<file path="src/rtl/axis_dwidth_pkg.sv">
// Shared definitions for the AXI4-Stream width converter pair.
package axis_dwidth_pkg;

  localparam int DEF_WIDTH   = 32;
  localparam int DEF_NUM_REG = 2;

  // Width of a lane index; a single-lane word still needs one bit.
  function automatic int lane_idx_w(input int num_reg);
    return (num_reg > 1) ? $clog2(num_reg) : 1;
  endfunction

  // Wide beat at the default geometry; parameterized users declare the same shape locally.
  typedef struct packed {
    logic [DEF_WIDTH*DEF_NUM_REG-1:0] data;
    logic [DEF_NUM_REG-1:0]           keep;
    logic                             last;
  } wide_beat_t;

endpackage

</file>
<file path="src/rtl/axis_out_reg.sv">
// Single-entry output register with a valid/ready handshake.
// A load in the same cycle as a drain replaces the held beat and keeps valid high.
module axis_out_reg
  import axis_dwidth_pkg::*;
#(
  parameter type beat_t = wide_beat_t
) (
  input  logic  clk,
  input  logic  rst,
  input  logic  load,
  input  beat_t d,
  input  logic  ready,
  output logic  valid,
  output beat_t q
);

  // Hold the beat until the consumer takes it; a new load always wins.
  always_ff @(posedge clk) begin
    if (rst) begin
      valid <= 1'b0;
      q     <= '0;
    end else if (load) begin
      valid <= 1'b1;
      q     <= d;
    end else if (valid && ready) begin
      valid <= 1'b0;
    end
  end

endmodule

</file>
<file path="src/rtl/axis_dwidth_upsizer.sv">
// AXI4-Stream upsizer: packs NUM_REG narrow beats into one wide beat, lane 0 first.
// A beat carrying tlast closes the word early; unfilled lanes read 0 with keep 0.
module axis_dwidth_upsizer
  import axis_dwidth_pkg::*;
#(
  parameter int WIDTH   = DEF_WIDTH,
  parameter int NUM_REG = DEF_NUM_REG
) (
  input  logic                     aclk,
  input  logic                     areset,
  input  logic                     s_axis_tvalid,
  output logic                     s_axis_tready,
  input  logic [WIDTH-1:0]         s_axis_tdata,
  input  logic                     s_axis_tlast,
  output logic                     m_axis_tvalid,
  input  logic                     m_axis_tready,
  output logic [WIDTH*NUM_REG-1:0] m_axis_tdata,
  output logic [NUM_REG-1:0]       m_axis_tkeep,
  output logic                     m_axis_tlast
);

  localparam int LANE_IDX_W = lane_idx_w(NUM_REG);

  typedef struct packed {
    logic [WIDTH*NUM_REG-1:0] data;
    logic [NUM_REG-1:0]       keep;
    logic                     last;
  } beat_t;

  logic [WIDTH*NUM_REG-1:0] acc_data, nxt_data;
  logic [NUM_REG-1:0]       acc_keep, nxt_keep;
  logic [LANE_IDX_W-1:0]    cnt;
  logic                     complete, accept, load;
  beat_t                    word, out_q;

  // Current beat merged into the accumulator; also the word handed to the output register.
  always_comb begin
    nxt_data = acc_data;
    nxt_keep = acc_keep;
    nxt_data[cnt*WIDTH +: WIDTH] = s_axis_tdata;
    nxt_keep[cnt]                = 1'b1;
  end

  // Only a completing beat can be stalled, and only by a full, undrained output.
  assign complete      = (cnt == LANE_IDX_W'(NUM_REG-1)) || s_axis_tlast;
  assign s_axis_tready = !complete || !m_axis_tvalid || m_axis_tready;
  assign accept        = s_axis_tvalid && s_axis_tready;
  assign load          = accept && complete;

  assign word.data = nxt_data;
  assign word.keep = nxt_keep;
  assign word.last = s_axis_tlast;

  // Accumulate lanes; a completed word empties the accumulator back to lane 0.
  always_ff @(posedge aclk) begin
    if (areset) begin
      acc_data <= '0;
      acc_keep <= '0;
      cnt      <= '0;
    end else if (accept) begin
      if (complete) begin
        acc_data <= '0;
        acc_keep <= '0;
        cnt      <= '0;
      end else begin
        acc_data <= nxt_data;
        acc_keep <= nxt_keep;
        cnt      <= cnt + 1'b1;
      end
    end
  end

  axis_out_reg #(.beat_t(beat_t)) u_out_reg (
    .clk   (aclk),
    .rst   (areset),
    .load  (load),
    .d     (word),
    .ready (m_axis_tready),
    .valid (m_axis_tvalid),
    .q     (out_q)
  );

  assign m_axis_tdata = out_q.data;
  assign m_axis_tkeep = out_q.keep;
  assign m_axis_tlast = out_q.last;

endmodule

</file>
<file path="config.mk">
export PLATFORM = sky130hd
export DESIGN_NAME = axis_dwidth_upsizer
export DESIGN_NICKNAME = d
export VERILOG_FILES = /design/src/rtl/axis_dwidth_pkg.sv /design/src/rtl/axis_out_reg.sv /design/src/rtl/axis_dwidth_upsizer.sv
export SDC_FILE = /design/constraint.sdc
export NUM_CORES = 1
export LEC_CHECK = 0
export CAP_MARGIN = 25
export CELL_PAD_IN_SITES_DETAIL_PLACEMENT = 1
export CELL_PAD_IN_SITES_GLOBAL_PLACEMENT = 2
export CORE_ASPECT_RATIO = 1.25
export CORE_MARGIN = 10
export CORE_UTILIZATION = 37
export CTS_BUF_LIST = sky130_fd_sc_hd__clkbuf_8
export DETAILED_ROUTE_END_ITERATION = 8
export PLACE_DENSITY_LB_ADDON = 0.1
export REMOVE_ABC_BUFFERS = 1
export SLEW_MARGIN = 20
export SYNTH_ARGS = -nofsm -noshare
export SYNTH_HDL_FRONTEND = slang
export SYNTH_HIERARCHICAL = 1
export SYNTH_SLANG_ARGS = --single-unit
</file>
<file path="constraint.sdc">
create_clock -name aclk -period 4.1 [get_ports aclk]
set_clock_uncertainty 0.05 [all_clocks]
set_input_delay 0.82 -clock aclk [delete_from_list [all_inputs] [get_ports aclk]]
set_output_delay 0.82 -clock aclk [all_outputs]
set_load 0.05 [all_outputs]
</file>
Word level (Yosys, flattened, before mapping) --
Cells that the tools add are included.
Cells by class: add/subtract/negate cells 2, $mul 0, divide/modulo/power cells 0, order comparisons 2, equal/unequal tests 0, shift operators 2, mux-type cells 8, bitwise operators 1, reduce and logical (&&, ||, !) cells 10
Operators with widths (number):
- 64-bit bitwise mux | 1
- 64-bit 2-to-1 mux | 1
- 32-bit by 34-bit variable shift with 64-bit output, first input constant | 1
- 32-bit by 34-bit variable part select with 64-bit output | 1
- 6-bit negation with 34-bit output | 1
- 1-bit logical AND | 4
- 1-bit 2-to-1 mux | 4
- 1-bit logical OR | 3
- 1-bit zero test | 2
- 1-bit by 2-bit < comparator with 1-bit output, second input constant | 1
- 2-bit 2-to-1 mux | 1
- 2-bit bitwise OR | 1
- 2-bit nonzero test | 1
- 1-bit adder, second input constant | 1
- 1-bit demux with 1-bit select | 1
- 1-bit greater-or-equal comparator, second input constant | 1
Word-level totals: flip-flop bits (word level) 135, latch bits 0, bits in writable memories 0, bits in read-only memories 0, logic and storage cells 32, memories 0

Longest topological paths before layout --
depth after elaboration 7, gate-level depth with buffers 8

Modules after synthesis --
Netlist, hierarchy kept.
Modules (own cells, without submodules):
- axis_dwidth_upsizer | instances 1, cells an instance 231, area an instance 2811.4 um2, seq. area each 1341.3 um2
- axis_out_reg | instances 1, cells an instance 221, area an instance 2426.1 um2, seq. area each 1361.3 um2

Least setup slack after synthesis --
No wires, ideal clock.
kind input -> output, start input port s_axis_tlast, end output port s_axis_tready, arrival 1906 ps, required time 3230 ps, path slack 1324 ps, stages 1, path through o21ai_0
Between the ends: longest elaborated chain between the ends 4
RTL lines:
- start: declaration | RTL line axis_dwidth_upsizer.sv:14 | input logic s_axis_tlast,
- 1-bit logical OR | RTL line axis_dwidth_upsizer.sv:45 | assign complete = (cnt == LANE_IDX_W'(NUM_REG-1)) || s_axis_tlast;
- 1-bit zero test | RTL line axis_dwidth_upsizer.sv:46 | assign s_axis_tready = !complete || !m_axis_tvalid || m_axis_tready;
- 1-bit logical OR (2 in series) | RTL line axis_dwidth_upsizer.sv:46
- end: declaration | RTL line axis_dwidth_upsizer.sv:12 | output logic s_axis_tready,
Every way passes these cells.

Worst setup path in the final report --
start input port m_axis_tready, end output port s_axis_tready
Between the ends: longest elaborated chain between the ends 1
RTL lines:
- start: declaration | RTL line axis_dwidth_upsizer.sv:16 | input logic m_axis_tready,
- 1-bit logical OR | RTL line axis_dwidth_upsizer.sv:46
Every way passes these cells.

==> impl_results.md <==
- Wirelength per Cell: 18.5 µm
- TritonCTS buffer count: 17
- Worst EP arrival: 2410 ps
- Leakage: 2.59 nW
- P&R area growth vs syn: 29.1%
- Clk buf depth: 2
- Final estimated routing congestion in global placement: 0.693
- Largest area contributor in the netlist: dfxtp_1
- Final setup violation count: 0
- Pre-antenna DRT Iters: 4
- Critical Setup Path Class: in2out
- Post-CTS Hold Fix Bufs: 0
- Hold_sp: acc_data[42]
- Max Cap Viol: 0
- Sequential area share after synthesis: 51.6%
- Fin. max-slew vios: 0
- CP Launch Type: primary input
- Layer with the highest usage: met2
- Cells after Synth: 452
- Slowest-stage cell, CP: clkdlybuf4s50_1
- Async S/R FF share, synth: 0%
- CP Max Fanout: 3
- Post-cts resize count: 0
- Maximum clock frequency: 305 MHz
- Number of remaining DRC errors: 0
- Vias in the first global route: 4081
- Kind of cell adding the most delay to the critical path: buffers and inverters
- Routed Antenna Nets: 0
- DIE WIDTH: 126 µm
- Yosys reg bits: 135
- Critical path buffers and inverters: 2
- Fill cells: 1486
- Peak supply drop: 233 µV
- H-Tree Level Count: 4
- Synth Flop Type: dfxtp_1
- Share of layout cells above drive strength 1: 19.9%
- Antenna violations before repair: 0
- Worst-path clk slew: 70 ps
- Period minus WS final: 3280 ps
- Final cell utilization of the core: 48.7%
- Reg2Reg Capture Point: acc_data[14]
- Post-CTS Setup Inserts: 0
- Die ar.: 19300 µm²
- Routing usage on met2: 23.8%
- Worst reg2reg path depth: 5
- Starting Density: 37.8%
- NumNets Final: 583
- Vias per Instance: 5.04
- Hold Crit Endpoint: acc_data[42]
- WL final: 13.6 mm
- Outcome: completed
- Global Route Usage Sum: 14.1%
- Top post-synthesis cells by count: dfxtp_1 (135), nor2_1 (68), mux2i_1 (67), mux2_2 (64), and2_1 (33)
- Warnings from Yosys: 6
- Port buffer count: 105
- Count leader, synth: dfxtp_1
- GRT met3 Usage: 5.95%
- Syn Std Cell Area: 5240 µm²
- Worst Setup End Kind: output pin
- Largest net degree at the start of global routing: 69
- Avg Synthesized Cell Area: 11.6 µm²
- Antenna diodes: 0
- Multi-input gate area: 2280 µm²
- Final hold vios: 0
- Vias post-DR: 3699
- Num ports: 106
- Reg2reg setup slack: 1580 ps
- RSZ-0062 raised after global routing: no
- Worst slew pin tran: 861 ps
- Register area: 2710 µm²
- HPWL after DPL: 8.40 mm
- Reg-to-reg startpoint: cnt
- Crit path largest cell delay: 740 ps
- Iteration-0 DRC Markers: 155
- Hold WS: 410 ps
- Hold depth: 1
- Final worst-path cycle share: 80.0%
- CTS tree: done
- Max-slew headroom: 42.6%
- CTS root buf: clkbuf_8
- Core area: 13900 µm²
- Final WS setup: 820 ps
- GR Layer Usage met1: 15.0%
- Pwr dens: 442 nW/µm²
- # clock sinks: 135
- Number of synthesized flops with an enable pin: 0
- WP data required: 3230 ps
- Place WS: 823 ps
- Synth unique cells: 26
- Clock Latency Late Sink: 440 ps
- First-pass GRT wire length: 21.6 mm
- Std-Cell Rows: 48
- Most frequent CP cell: clkdlybuf4s50_1
- Hold Path Class: reg2reg
- Top cell type's share of synthesized area: 51.6%
- Die Height: 153 µm
- Synth area leaders: dfxtp_1 (52%), mux2_2 (14%), mux2i_1 (13%), a32o_1 (6.1%), nor2_1 (4.9%)
- Worst-path cell chain: clkdlybuf4s50_1 > nor2b_1 > o21ai_0 > clkdlybuf4s50_1
- Gr ovfl total: 0
## where the power goes
group	leakage, nW	internal [W]	switching, W	total, W
clock network	0.221	0.000709	0.000515	0.00122
registers	1.10	0.00135	0.0000287	0.00138
logic	1.27	0.000164	0.000223	0.000387
total	2.59	0.00222	0.000766	0.00299
## worst reg2reg max path, stage by stage, from the launching register on
cell	delay, ps
dfxtp_4	670
buf_4	570
nor2_2	140
o21ai_4	410
buf_4	410
a32o_1	230
## registers in the layout, summed over array words and instances, names as in the netlist
register         flops
acc_data            64
acc_keep             2
cnt                  1
u_out_reg/q         67
u_out_reg/valid      1
## how the worst max path moves through the flow
stage | startpoint | endpoint | depth (start not counted)
2_1_floorplan | cnt | u_out_reg/q[0] | 4
3_3_place_gp | m_axis_tready | s_axis_tready | 4
3_5_place_dp | m_axis_tready | s_axis_tready | 4
4_1_cts | m_axis_tready | s_axis_tready | 4
5_1_grt | m_axis_tready | s_axis_tready | 4
6_report | m_axis_tready | s_axis_tready | 4
## cells by family after synthesis
| family | count (synthesis) | synth area share, % |
|---|---|---|
| flip-flops | 135 | 51.6 |
| multiplexers | 131 | 26.6 |
| AND/OR/NAND/NOR | 108 | 9.65 |
| AO/OA/AOI/OAI | 39 | 7.05 |
| buffers and inverters | 39 | 5.14 |
## stage by stage
stage / total power [W] / setup TNS [ps] / cells / instance area (µm²)
after CTS: 0.00304 / 0 / 734 / 6760
final: 0.00299 / 0 / 734 / 6760
after floorplan: 0.00166 / -178620 / 415 / 4980
after global placement: 0.00180 / 0 / 702 / 6310
after global routing: 0.00312 / 0 / 734 / 6760
after detailed placement: 0.00180 / 0 / 702 / 6310
## area by class of cell
class | instances | share of cell area (%)
Clock buffer | 20 | 4.07
Clock inverter | 12 | 2.55
Inverter | 2 | 0.111
Multi-Input combinational cell | 278 | 33.8
Sequential cell | 135 | 40.0
Tap cell | 175 | 3.24
Timing Repair Buffer | 112 | 16.2
## layout by cell type, fill, tap and decap left out, drive strengths merged, types with 2 or more instances in the layout
cell / netlist / final
a32o: 32 / 32
dfxtp: 135 / 135
clkinvlp: 0 / 3
bufinv: 0 / 4
clkbuf: 10 / 20
clkdlybuf4s50: 0 / 104
clkinv: 0 / 4
nand2b: 3 / 3
and2: 33 / 33
mux2i: 67 / 67
a31o: 2 / 2
mux2: 64 / 64
buf: 27 / 8
nor2: 69 / 69
inv: 2 / 3
o21ai: 3 / 3
## routing by layer
layer	part of all wire (%)	routed length (µm)
met5	0	0
met4	1.3	176
met3	7.4	999
met2	50	6760
met1	41	5620
No activity file was read; power rests on OpenSTA's default activity.
